<file path="config.mk">
export PLATFORM = sky130hd
export DESIGN_NAME = tone_generator_flat
export DESIGN_NICKNAME = d
export VERILOG_FILES = /design/src/rtl/tone_generator_if.sv /design/src/rtl/tone_generator.sv /design/src/flat_wrapper.sv
export SDC_FILE = /design/constraint.sdc
export NUM_CORES = 1
export LEC_CHECK = 0
export CAP_MARGIN = 20
export CELL_PAD_IN_SITES_DETAIL_PLACEMENT = 1
export CELL_PAD_IN_SITES_GLOBAL_PLACEMENT = 1
export CORE_AREA = 5 5 102 104
export CTS_CLUSTER_SIZE = 40
export DETAILED_ROUTE_END_ITERATION = 16
export DIE_AREA = 0 0 107 109
export GPL_ROUTABILITY_DRIVEN = 0
export PLACE_DENSITY = 0.95
export SYNTH_ARGS = -nofsm -noshare
export SYNTH_HDL_FRONTEND = slang
export SYNTH_SLANG_ARGS = --single-unit
export TNS_END_PERCENT = 1
</file>
<file path="constraint.sdc">
create_clock -name clk -period 15.8 [get_ports clk]
set_input_delay 2.37 -clock clk [delete_from_list [all_inputs] [get_ports clk]]
set_output_delay 2.37 -clock clk [all_outputs]
set_load 0.02 [all_outputs]
</file>
<file path="src/rtl/tone_generator_if.sv">
`default_nettype none
// +----------------------------------------------------------------------------+
// | Module      : tone_generator_if                                            |
// | Description : Valid/ready sample stream from an oscillator to its consumer.|
// | Revision    : 1.0 - initial release                                        |
// +----------------------------------------------------------------------------+
interface tone_generator_if #(
    parameter int OUT_W = 12
);
    logic             sample_valid;
    logic             sample_ready;
    logic [OUT_W-1:0] sample;

    modport master (
        output sample_valid,
        output sample,
        input  sample_ready
    );

    modport slave (
        input  sample_valid,
        input  sample,
        output sample_ready
    );
endinterface
`default_nettype wire

</file>
<file path="src/rtl/tone_generator.sv">
`default_nettype none
// +----------------------------------------------------------------------------+
// | Module      : tone_generator                                               |
// | Description : Phase-accumulator oscillator emitting one scaled sample per  |
// |               sample period over a one-entry valid/ready output slot.      |
// | Revision    : 1.0 - initial release                                        |
// +----------------------------------------------------------------------------+
module tone_generator #(
    parameter int CLK_HZ    = 40_000,
    parameter int SAMPLE_HZ = 8_000,
    parameter int PHASE_W   = 16,
    parameter int OUT_W     = 12
) (
    input  wire logic               clk,
    input  wire logic               rst,
    input  wire logic               ena,
    input  wire logic [1:0]         wave_sel,
    input  wire logic [PHASE_W-1:0] tune_word,
    input  wire logic [3:0]         volume,
    tone_generator_if.master        smp,
    output logic                    overrun
);

    localparam int                 c_TICK_DIV = CLK_HZ / SAMPLE_HZ;
    localparam int                 c_CNT_W    = (c_TICK_DIV > 2) ? $clog2(c_TICK_DIV) : 1;
    localparam logic [c_CNT_W-1:0] c_LAST     = c_CNT_W'(c_TICK_DIV - 1);
    localparam int                 c_PROD_W   = OUT_W + 4;

    generate
        if (c_TICK_DIV < 2) begin : g_check_tick_div
            $error("tone_generator: CLK_HZ/SAMPLE_HZ must be at least 2");
        end
        if (OUT_W > PHASE_W - 1) begin : g_check_out_w
            $error("tone_generator: OUT_W must not exceed PHASE_W-1");
        end
    endgenerate

    logic [c_CNT_W-1:0]  r_count;
    logic [PHASE_W-1:0]  r_phase;
    logic [OUT_W-1:0]    r_sample;
    logic                r_valid;
    logic                r_overrun;

    logic                w_tick;
    logic [PHASE_W-1:0]  w_nphase;
    logic [OUT_W-1:0]    w_tri;
    logic [OUT_W-1:0]    w_raw;
    logic [4:0]          w_gain;
    logic [c_PROD_W-1:0] w_product;
    logic [OUT_W-1:0]    w_scaled;

    assign w_tick   = ena && (r_count == c_LAST);
    assign w_nphase = r_phase + tune_word;
    assign w_tri    = w_nphase[PHASE_W-2 -: OUT_W];

    always_comb begin
        w_raw = '0;
        case (wave_sel)
            2'd0:    w_raw = {OUT_W{w_nphase[PHASE_W-1]}};
            2'd1:    w_raw = w_nphase[PHASE_W-1 -: OUT_W];
            2'd2:    w_raw = w_nphase[PHASE_W-1] ? ~w_tri : w_tri;
            default: w_raw = '0;
        endcase
    end

    // Gain of (volume+1)/16: volume=15 multiplies by 16 and the shift undoes it exactly.
    assign w_gain    = {1'b0, volume} + 5'd1;
    assign w_product = {4'b0000, w_raw} * {{(OUT_W-1){1'b0}}, w_gain};
    assign w_scaled  = OUT_W'(w_product >> 4);

    always_ff @(posedge clk) begin
        if (!rst) begin
            r_count   <= '0;
            r_phase   <= '0;
            r_sample  <= '0;
            r_valid   <= 1'b0;
            r_overrun <= 1'b0;
        end else begin
            if (!ena || r_count == c_LAST) begin
                r_count <= '0;
            end else begin
                r_count <= r_count + c_CNT_W'(1);
            end

            // Phase advances even when the sample is dropped so pitch is preserved.
            if (w_tick) begin
                r_phase <= w_nphase;
            end

            if (w_tick && (!r_valid || smp.sample_ready)) begin
                r_sample <= w_scaled;
                r_valid  <= 1'b1;
            end else if (r_valid && smp.sample_ready) begin
                r_valid  <= 1'b0;
            end

            if (w_tick && r_valid && !smp.sample_ready) begin
                r_overrun <= 1'b1;
            end
        end
    end

    assign smp.sample_valid = r_valid;
    assign smp.sample       = r_sample;
    assign overrun          = r_overrun;

endmodule
`default_nettype wire

</file>
<file path="src/flat_wrapper.sv">
// flat-port wrapper written by rule: the top's interface ports become plain ports
module tone_generator_flat 
#(
    parameter int CLK_HZ    = 40_000,
    parameter int SAMPLE_HZ = 8_000,
    parameter int PHASE_W   = 16,
    parameter int OUT_W     = 12
)
  (clk, rst, ena, wave_sel, tune_word, volume, overrun, smp_sample_valid, smp_sample, smp_sample_ready);
  tone_generator_if #(.OUT_W(OUT_W)) smp_i ();
  input  wire logic clk;
  input  wire logic rst;
  input  wire logic ena;
  input  wire logic [1:0] wave_sel;
  input  wire logic [PHASE_W-1:0] tune_word;
  input  wire logic [3:0] volume;
  output logic overrun;
  output wire logic [$bits(smp_i.sample_valid)-1:0] smp_sample_valid;
  output wire logic [$bits(smp_i.sample)-1:0] smp_sample;
  input wire logic [$bits(smp_i.sample_ready)-1:0] smp_sample_ready;
  assign smp_sample_valid = smp_i.sample_valid;
  assign smp_sample = smp_i.sample;
  assign smp_i.sample_ready = smp_sample_ready;
  tone_generator #(.CLK_HZ(CLK_HZ), .SAMPLE_HZ(SAMPLE_HZ), .PHASE_W(PHASE_W), .OUT_W(OUT_W)) u_core (.clk(clk), .rst(rst), .ena(ena), .wave_sel(wave_sel), .tune_word(tune_word), .volume(volume), .smp(smp_i), .overrun(overrun));
endmodule
</file>
* Word level (Yosys, flattened, before mapping)
Cells that the tools add are included.
Word-level totals: word-level logic and storage cells 31, output and inout port bits 14, register bits 33, input port bits 26
Operators by class: mux-type cells 4, equality and inequality tests 3, reductions and logical operators 13, bitwise operators 2, add/sub/neg operators 3, multipliers 1
Operator list (number):
- $pmux W12 S3 | 1
- $add A16 B16 Y16 | 1
- $mul A12 B5 Y16 | 1
- $mux W12 | 1
- $not A12 Y12 | 1
- $add A4 B1 Y5 const B | 1
- $logic_and A1 B1 Y1 | 5
- $add A3 B1 Y3 const B | 1
- $eq A3 B3 Y1 const B | 1
- $logic_not A1 Y1 | 3
- $eq A2 B1 Y1 const B | 1
- $eq A2 B2 Y1 const B | 1
- $logic_not A2 Y1 | 1
- $logic_or A1 B1 Y1 | 2
- $mux W1 | 2
- $reduce_bool A2 Y1 | 1
- $reduce_or A2 Y1 | 1
- $not A1 Y1 | 1

* Logic depth before layout (Yosys ltp)
Gate-level depths: netlist of run 1.
depth after elaboration 5, gate-level depth with buffers 27, depth with buffers taken out 27

* Least setup slack after synthesis of run 1
Ideal clock, no wire load.
kind input to register, start input tune_word[8], end register u_core.r_sample[10] (netlist: u_core.smp.sample[10]), stages 24, data required time 15680 ps, buffers on the path 0, arrival time 7812 ps, setup time 120 ps, slack 7869 ps, cells stage by stage ha_1 -> a21oi_2 -> o211ai_1 -> a311o_1 -> o21ai_1 -> nand2_1 -> nor2_1 -> a21oi_1 -> o22a_1 -> or2_2 -> fa_1 -> fa_1 -> fa_1 -> inv_1 -> ha_1 -> o21ai_0 -> nand2b_1 -> a21oi_1 -> inv_1 -> o2111ai_2 -> o22ai_2 -> a31oi_1 -> nor4_1 -> a211o_1
Between the ends: cells in the longest elaborated chain, start to end 5
RTL lines:
- start, declared | RTL line flat_wrapper.sv:15 | input wire logic [PHASE_W-1:0] tune_word;
- $add A16 B16 Y16 (*) | RTL line tone_generator.sv:53 | assign w_nphase = r_phase + tune_word;
- $not A12 Y12 | RTL line tone_generator.sv:61 | 2'd2: w_raw = w_nphase[PHASE_W-1] ? ~w_tri : w_tri;
- $mux W12 | RTL line tone_generator.sv:61
- $pmux W12 S3 (*) | RTL line tone_generator.sv:58 | case (wave_sel)
- $mul A12 B5 Y16 (*) | RTL line tone_generator.sv:68 | assign w_product = {4'b0000, w_raw} * {{(OUT_W-1){1'b0}}, w_gain};
- end signal, assigned | RTL line tone_generator.sv:91 | r_sample <= w_scaled;
- end, declared | RTL line tone_generator.sv:40 | logic [OUT_W-1:0] r_sample;
Mark *: on every way between the ends. The rest lies on a longest branch, timed or not. A chain may end at the register's enable or synchronous reset.

* Final worst setup path of run 1
start input tune_word[0], end register u_core.r_sample[9] (netlist: u_core.smp.sample[9])
The elaborated chain is that of the path after synthesis.

==> flow_summary.yaml, run 1 <==
outcome:
  outcome: "completed"
cts:
  htree_levels: 2
  cts_resized: 0
  clkLatencyLatePin_ns: 0.30
  cts_made_buffers: 5
  cts_hold_buf: 0
  cts-root-buf: "clkbuf_8"
  clockBufferDepth: 2
  post_cts_buffers: 0
  cts_tree: "yes"
  cts_num_sinks: 33
  clkTransAtPathRegs_ns: 0.08
worst_setup_path:
  cp-start-kind: "input pin"
  timing.rr.start: "u_core.r_phase[0]$_SDFFE_PN0P_"
  rr_worst_depth: 27
  r2r_slack_ns: 8.95
  crit_arrival_ns: 9.30
  crit_type: "input pin to flip-flop"
  crit_start: "tune_word[0]"
  endpoint_kind: "flip-flop"
  crit_path_end: "u_core.smp.sample[9]$_SDFFE_PN0P_"
  crit_required_ns: 16.04
  r2r-end: "u_core.smp.sample[9]$_SDFFE_PN0P_"
  cp_max_fo: 5
floorplanning:
  io_pins: 40
  die_x_um: 107
  rows: 36
  core_area_um2: 9460
  die_area_um2: 11700
  chipHeight_um: 109
  start_util_pct: 46.2
yosys:
  async_flop_share_pct: 0
  ys_types: 65
  synth_seq_cells: 33
  yosysSeqAreaShare_pct: 15.1
  synth_warnings: 0
  syn_area_per_cell_um2: 7.72
  syn_nets: 661
  synth_area_um2: 4370
  synth_edf_count: 0
  synth-main-ff-cell: "dfxtp_1"
  synth_cells: 566
place:
  numPortBuffers: 39
  hpwl_um: 11000
  place_ws_ns: 6.54
sta:
  max_slew_margin_pct: 32.3
  postLayoutSetupSlackWorst_ns: 6.75
  setup_viol: 0
  tightest_slew_ns: 1.01
  hold_viol_final: 0
  layout_min_cycle_time_ns: 9.05
  tns_ns: 0
  max_freq_mhz: 110
  slew_viol_final: 0
  post-route-period-util_pct: 57.3
  finClkSkew_ns: 0.0120
  rsz0062_at_grt: "false"
layout:
  fin_nets: 689
  syn_to_final_growth_pct: 12.9
  fillers: 1191
  drive_gt1_share_pct: 6.57
  n_antenna_cell: 0
pwr:
  combPwrFrac_pct: 51.3
  p_int_mw: 0.178
  p_sw_mw: 0.139
  leakagePower_nw: 2.16
  seqPwrFrac_pct: 26.4
  ir_drop_mv: 0.0352
  pwr_density_cell_nw_per_um2: 64.3
  p_clk_share_pct: 22.3
  total_power_mw: 0.317
  p_sw_share_pct: 43.9
flow_run:
  max_cap_violations: 0
global_routing:
  grt_pass1_vias: 4897
  grtUsageTotal_pct: 24.8
  grt_max_degree: 31
  grt_overflow_total: 0
  antenna_found_initial: 0
  grt_pass1_wl_um: 23500
route:
  drc: 0
  viasPerCell: 6.10
  drtIter0Drc: 170
  antenna_left: 0
  drt_pass1_iterations: 5
  wl_um: 13900
  wl_per_cell_um: 19.7
  dr_total_vias: 4321
min_path:
  hold_class: "flip-flop to flip-flop"
## cell usage in the layout (no fill, tap or decap), types with 10 or more instances in the layout
| master | Yosys | layout |
|---|---|---|
| fa_1 | 29 | 29 |
| and3_1 | 10 | 10 |
| nand2_1 | 53 | 53 |
| nor2_1 | 56 | 56 |
| inv_1 | 57 | 57 |
| or2_2 | 13 | 13 |
| ha_1 | 40 | 40 |
| nor3_1 | 10 | 10 |
| o21ai_0 | 14 | 14 |
| a21oi_1 | 55 | 55 |
| dfxtp_1 | 33 | 33 |
| nand3_1 | 24 | 24 |
| clkdlybuf4s50_1 | 0 | 39 |
| nand2b_1 | 13 | 13 |
## how the worst min path moves through the flow
stage | start | endpoint | cells past startpoint
2_1_floorplan | u_core.r_count[0]$_SDFF_PP0_ | u_core.r_count[0]$_SDFF_PP0_ | 1
3_3_place_gp | u_core.r_count[0]$_SDFF_PP0_ | u_core.r_count[0]$_SDFF_PP0_ | 1
3_5_place_dp | u_core.r_count[0]$_SDFF_PP0_ | u_core.r_count[0]$_SDFF_PP0_ | 1
4_1_cts | u_core.r_count[0]$_SDFF_PP0_ | u_core.r_count[0]$_SDFF_PP0_ | 1
5_1_grt | u_core.r_phase[10]$_SDFFE_PN0P_ | u_core.r_phase[10]$_SDFFE_PN0P_ | 2
6_report | u_core.r_count[0]$_SDFF_PP0_ | u_core.r_count[0]$_SDFF_PP0_ | 1
## per-layer routing
layer,wire [um],track usage (%)
met3,493,3.91
met4,593,12.9
met1,5900,29.0
met5,0,0
met2,6960,43.7
## logic make-up (layout without fill, tap and decap cells)
family	after synthesis	after routing	synth area share, %
xor+xnor	18	18	3.61
mux	6	6	1.37
simple gates	216	216	24.4
buf+inv	76	104	6.61
fa+ha+maj	69	69	24.7
flops	33	33	15.1
compound gates	148	148	24.1
## worst max-delay path, cell delays in order
cell and delay, ns:
clkdlybuf4s50_1 0.47, ha_1 0.23, inv_1 0.08, fa_1 0.39, nand2b_1 0.20, a21oi_1 0.26
o21ai_0 0.15, a21oi_1 0.22, o21a_1 0.14, nor2_1 0.05, xnor2_1 0.39, a21oi_1 0.14
o22ai_1 0.36, nor2b_1 0.23, fa_1 0.48, fa_1 0.56, inv_1 0.06, fa_1 0.56
inv_1 0.06, ha_1 0.36, a21o_1 0.21, a21oi_1 0.16, o21bai_1 0.12, or2_2 0.33
and3_1 0.19, o31a_1 0.11, nor3_1 0.25, a211o_1 0.14
## final cells by class
type	count	area (um2)	share of cell area [%]
Clock inverter	1	7.51	0.152
Timing Repair Buffer	40	405	8.22
Inverter	57	214	4.34
Tap cell	114	143	2.89
Multi-Input combinational cell	457	3420	69.3
Clock buffer	6	82.6	1.67
Sequential cell	33	661	13.4
## power groups by stage
stage / Clock, mW / Combinational [mW] / Sequential [mW]
finish: 0.0707 / 0.163 / 0.0837
global route: 0.0753 / 0.179 / 0.0837
CTS: 0.0715 / 0.160 / 0.0837
detailed placement: 0 / 0.157 / 0.0856
global placement: 0 / 0.143 / 0.0856
floorplan: 0 / 0.110 / 0.0856
## synthesized netlist by cell type, types with 6 or more instances
master | n | area [um2]
nand3_1 | 24 | 120
xnor2_1 | 9 | 78.8
inv_1 | 57 | 214
and3_1 | 10 | 62.6
nand2_1 | 53 | 199
dfxtp_1 | 33 | 661
nor3_1 | 10 | 50.1
or2_2 | 13 | 81.3
o211ai_1 | 9 | 67.6
fa_1 | 29 | 581
nor2_1 | 56 | 210
nand2b_1 | 13 | 81.3
o21ai_0 | 14 | 70.1
clkbuf_1 | 14 | 52.6
mux2i_1 | 6 | 60.1
a31oi_1 | 6 | 37.5
a21o_1 | 7 | 52.6
ha_1 | 40 | 500
xor2_1 | 9 | 78.8
o22a_1 | 7 | 61.3
a21oi_1 | 55 | 275
nor2b_1 | 9 | 56.3
## registers in the layout (all words and copies together), names as in the netlist
register and count:
u_core.r_count 3, u_core.r_phase 16, u_core.overrun 1, u_core.smp.sample_valid 1, u_core.smp.sample 12
## per-stage QoR
step	utilization, %	area (um2)	cells	hold slack [ns]
after floorplan	-	4370	566	0.417
after global placement	51.0	4830	700	0.427
after detailed placement	51.0	4830	700	0.445
after CTS	52.0	4920	707	0.460
after global routing	52.2	4930	708	0.492
final	52.2	4930	708	0.459
(Power assumes the default switching activity.)
==> run 2, diff against run 1 <==
--- a/config.mk
+++ b/config.mk
@@ -8,12 +8,12 @@
 export CAP_MARGIN = 20
 export CELL_PAD_IN_SITES_DETAIL_PLACEMENT = 1
 export CELL_PAD_IN_SITES_GLOBAL_PLACEMENT = 1
-export CORE_AREA = 5 5 102 104
+export CORE_AREA = 5 5 106 108
 export CTS_CLUSTER_SIZE = 40
 export DETAILED_ROUTE_END_ITERATION = 16
-export DIE_AREA = 0 0 107 109
+export DIE_AREA = 0 0 111 113
 export GPL_ROUTABILITY_DRIVEN = 0
-export PLACE_DENSITY = 0.95
+export PLACE_DENSITY = 0.89
 export SYNTH_ARGS = -nofsm -noshare
 export SYNTH_HDL_FRONTEND = slang
 export SYNTH_SLANG_ARGS = --single-unit
==> constraint.sdc (replaced) <==
create_clock -name clk -period 8.6 [get_ports clk]
set_input_delay 1.29 -clock clk [delete_from_list [all_inputs] [get_ports clk]]
set_output_delay 1.29 -clock clk [all_outputs]
set_load 0.02 [all_outputs]
==> run 2 against run 1 <==
Clock power rose by 120%. First-iteration DRC count up 14%. Wire length down 4.7%. Non-clock buffer count grew 1. Power is 91% higher. Sequential share of layout area shrank 0.14 points. Sequential power up 84%. Clock skew down 0.0019 ns. Sequential cell count unchanged. Register-to-register slack worse by 7.3 ns. Combinational power up 81%. Global-route usage fell by 3.2 points. Critical path type unchanged. Largest cell class unchanged.
==> flow_summary.yaml, run 2 (same netlist as run 1, synthesis figures left out) <==
outcome:
  outcome: "completed"
place:
  hpwl_um: 10400
  post-place-cells: 723
  numPortBuffers: 39
worst_setup_path:
  cp_max_fo: 9
  crit_required_ns: 8.80
  crit_top_cell: "fa_1"
  crit_arrival_ns: 8.24
  cp_slowest_stage_delay_ns: 0.55
  cp-start-kind: "input pin"
  endpoint_kind: "flip-flop"
  crit_type: "input pin to flip-flop"
  critPathSlowestCell: "fa_1"
sta:
  max_slew_margin_pct: 27.8
  max_freq_mhz: 124
  setup_viol: 0
  post-route-period-util_pct: 93.6
  slew_viol_final: 0
  layout_min_cycle_time_ns: 8.05
  tns_ns: 0
  tightest_slew_ns: 1.08
  hold_viol_final: 0
  rsz0062_at_grt: "false"
  finClkSkew_ns: 0.0102
route:
  wl_per_cell_um: 18.1
  antenna_left: 0
  dr_total_vias: 4294
  wl_um: 13300
  drc: 0
  drtIter0Drc: 194
  drt_pass1_iterations: 4
  viasPerCell: 5.87
global_routing:
  grt_max_degree: 31
  grtUsageTotal_pct: 21.6
  grt_pass1_wl_um: 22400
  grt_overflow_total: 0
  antenna_found_initial: 0
  grt_pass1_vias: 4639
cts:
  cts_num_sinks: 33
  clkLatencyLatePin_ns: 0.31
  cts_hold_buf: 0
  htree_levels: 2
  post_cts_buffers: 0
  cts_made_buffers: 5
  cts_tree: "yes"
  clkTransAtPathRegs_ns: 0.07
  clockBufferDepth: 2
  cts-root-buf: "clkbuf_8"
  cts_resized: 0
layout:
  instances_no_fill: 732
  utilization_pct: 49.2
  largest_register_ffs: 16
  syn_to_final_growth_pct: 14.1
  final_common_cell: "inv_1"
  fin_nets: 690
  drive_gt1_share_pct: 6.88
  mostFrequentLayoutCells: "inv_1, nor2_1, a21oi_1, nand2_1, ha_1"
  largest_register: "u_core.r_phase"
  n_antenna_cell: 0
min_path:
  hold_class: "flip-flop to flip-flop"
pwr:
  ir_drop_mv: 0.0647
  leakagePower_nw: 2.18
  pwr_density_cell_nw_per_um2: 122
floorplanning:
  die_x_um: 111
  chipHeight_um: 113
  rows: 37
  io_pins: 40
  start_util_pct: 43.1
  die_area_um2: 12500
  core_area_um2: 10100
flow_run:
  max_cap_violations: 0
## run 2: cell count changes in the layout (fill, tap and decap cells not counted), sizes merged
cell / before / now
buf: 1 / 2
bufinv: 0 / 1
clkbuf: 6 / 5
clkinv: 0 / 1
## run 2: critical path, delay by kind of cell
family | cells | cell delay [ns]
AOI/OAI and AO/OA | 12 | 2.97
adders and majority gates | 5 | 2.28
buffers and inverters | 3 | 0.61
and+or+nand+nor | 5 | 1.10
## run 2: power by group
group / leakage (nW) / switching (mW) / internal [mW]
clock network: 0.0543 / 0.0713 / 0.0868
registers: 0.266 / 0.000444 / 0.153
logic: 1.86 / 0.186 / 0.109
total: 2.18 / 0.257 / 0.349
## run 2: through the flow
stage | instance area (um2) | power (mW) | setup slack [ns] | hold slack, ns
floorplan | 4370 | 0.359 | 1.75 | 0.417
detailed placement | 4860 | 0.441 | 0.396 | 0.443
CTS | 4980 | 0.606 | 0.642 | 0.458
finish | 4990 | 0.607 | 0.554 | 0.457
global placement | 4860 | 0.422 | 0.608 | 0.428
global route | 4990 | 0.646 | 0.171 | 0.481
## run 2: layout make-up
| type | count | area [um2] |
|---|---|---|
| fill | 1254 | 5150 |
| multi-input combinational | 457 | 3420 |
| sequential | 33 | 661 |
| timing repair buffer | 41 | 405 |
| inverter | 57 | 214 |
| tap | 136 | 170 |
| clock buffer | 5 | 68.8 |
| clock inverter | 3 | 46.3 |
## run 2: final timing paths
path                                        from                            endpoint  slack, ns  depth (start not counted)
setup / recovery                    tune_word[8]  u_core.smp.sample[10]$_SDFFE_PN0P_       0.55                         25
hold / removal      u_core.r_count[0]$_SDFF_PP0_        u_core.r_count[0]$_SDFF_PP0_       0.46                          1
hold reg to reg     u_core.r_count[0]$_SDFF_PP0_        u_core.r_count[0]$_SDFF_PP0_       0.46                          1
setup reg to reg  u_core.r_phase[8]$_SDFFE_PN0P_  u_core.smp.sample[10]$_SDFFE_PN0P_       1.67                         24
## run 2: routing by layer
layer / share of wire (%) / wire length [um] / track usage, % / vias to the layer above
met2: 49 / 6500 / 37.9 / 102
met5: 0 / 0 / 0 / -
met1: 44 / 5790 / 26.2 / 2111
li1: - / - / - / 2039
met3: 3.7 / 497 / 3.21 / 42
met4: 3.7 / 495 / 9.77 / 0
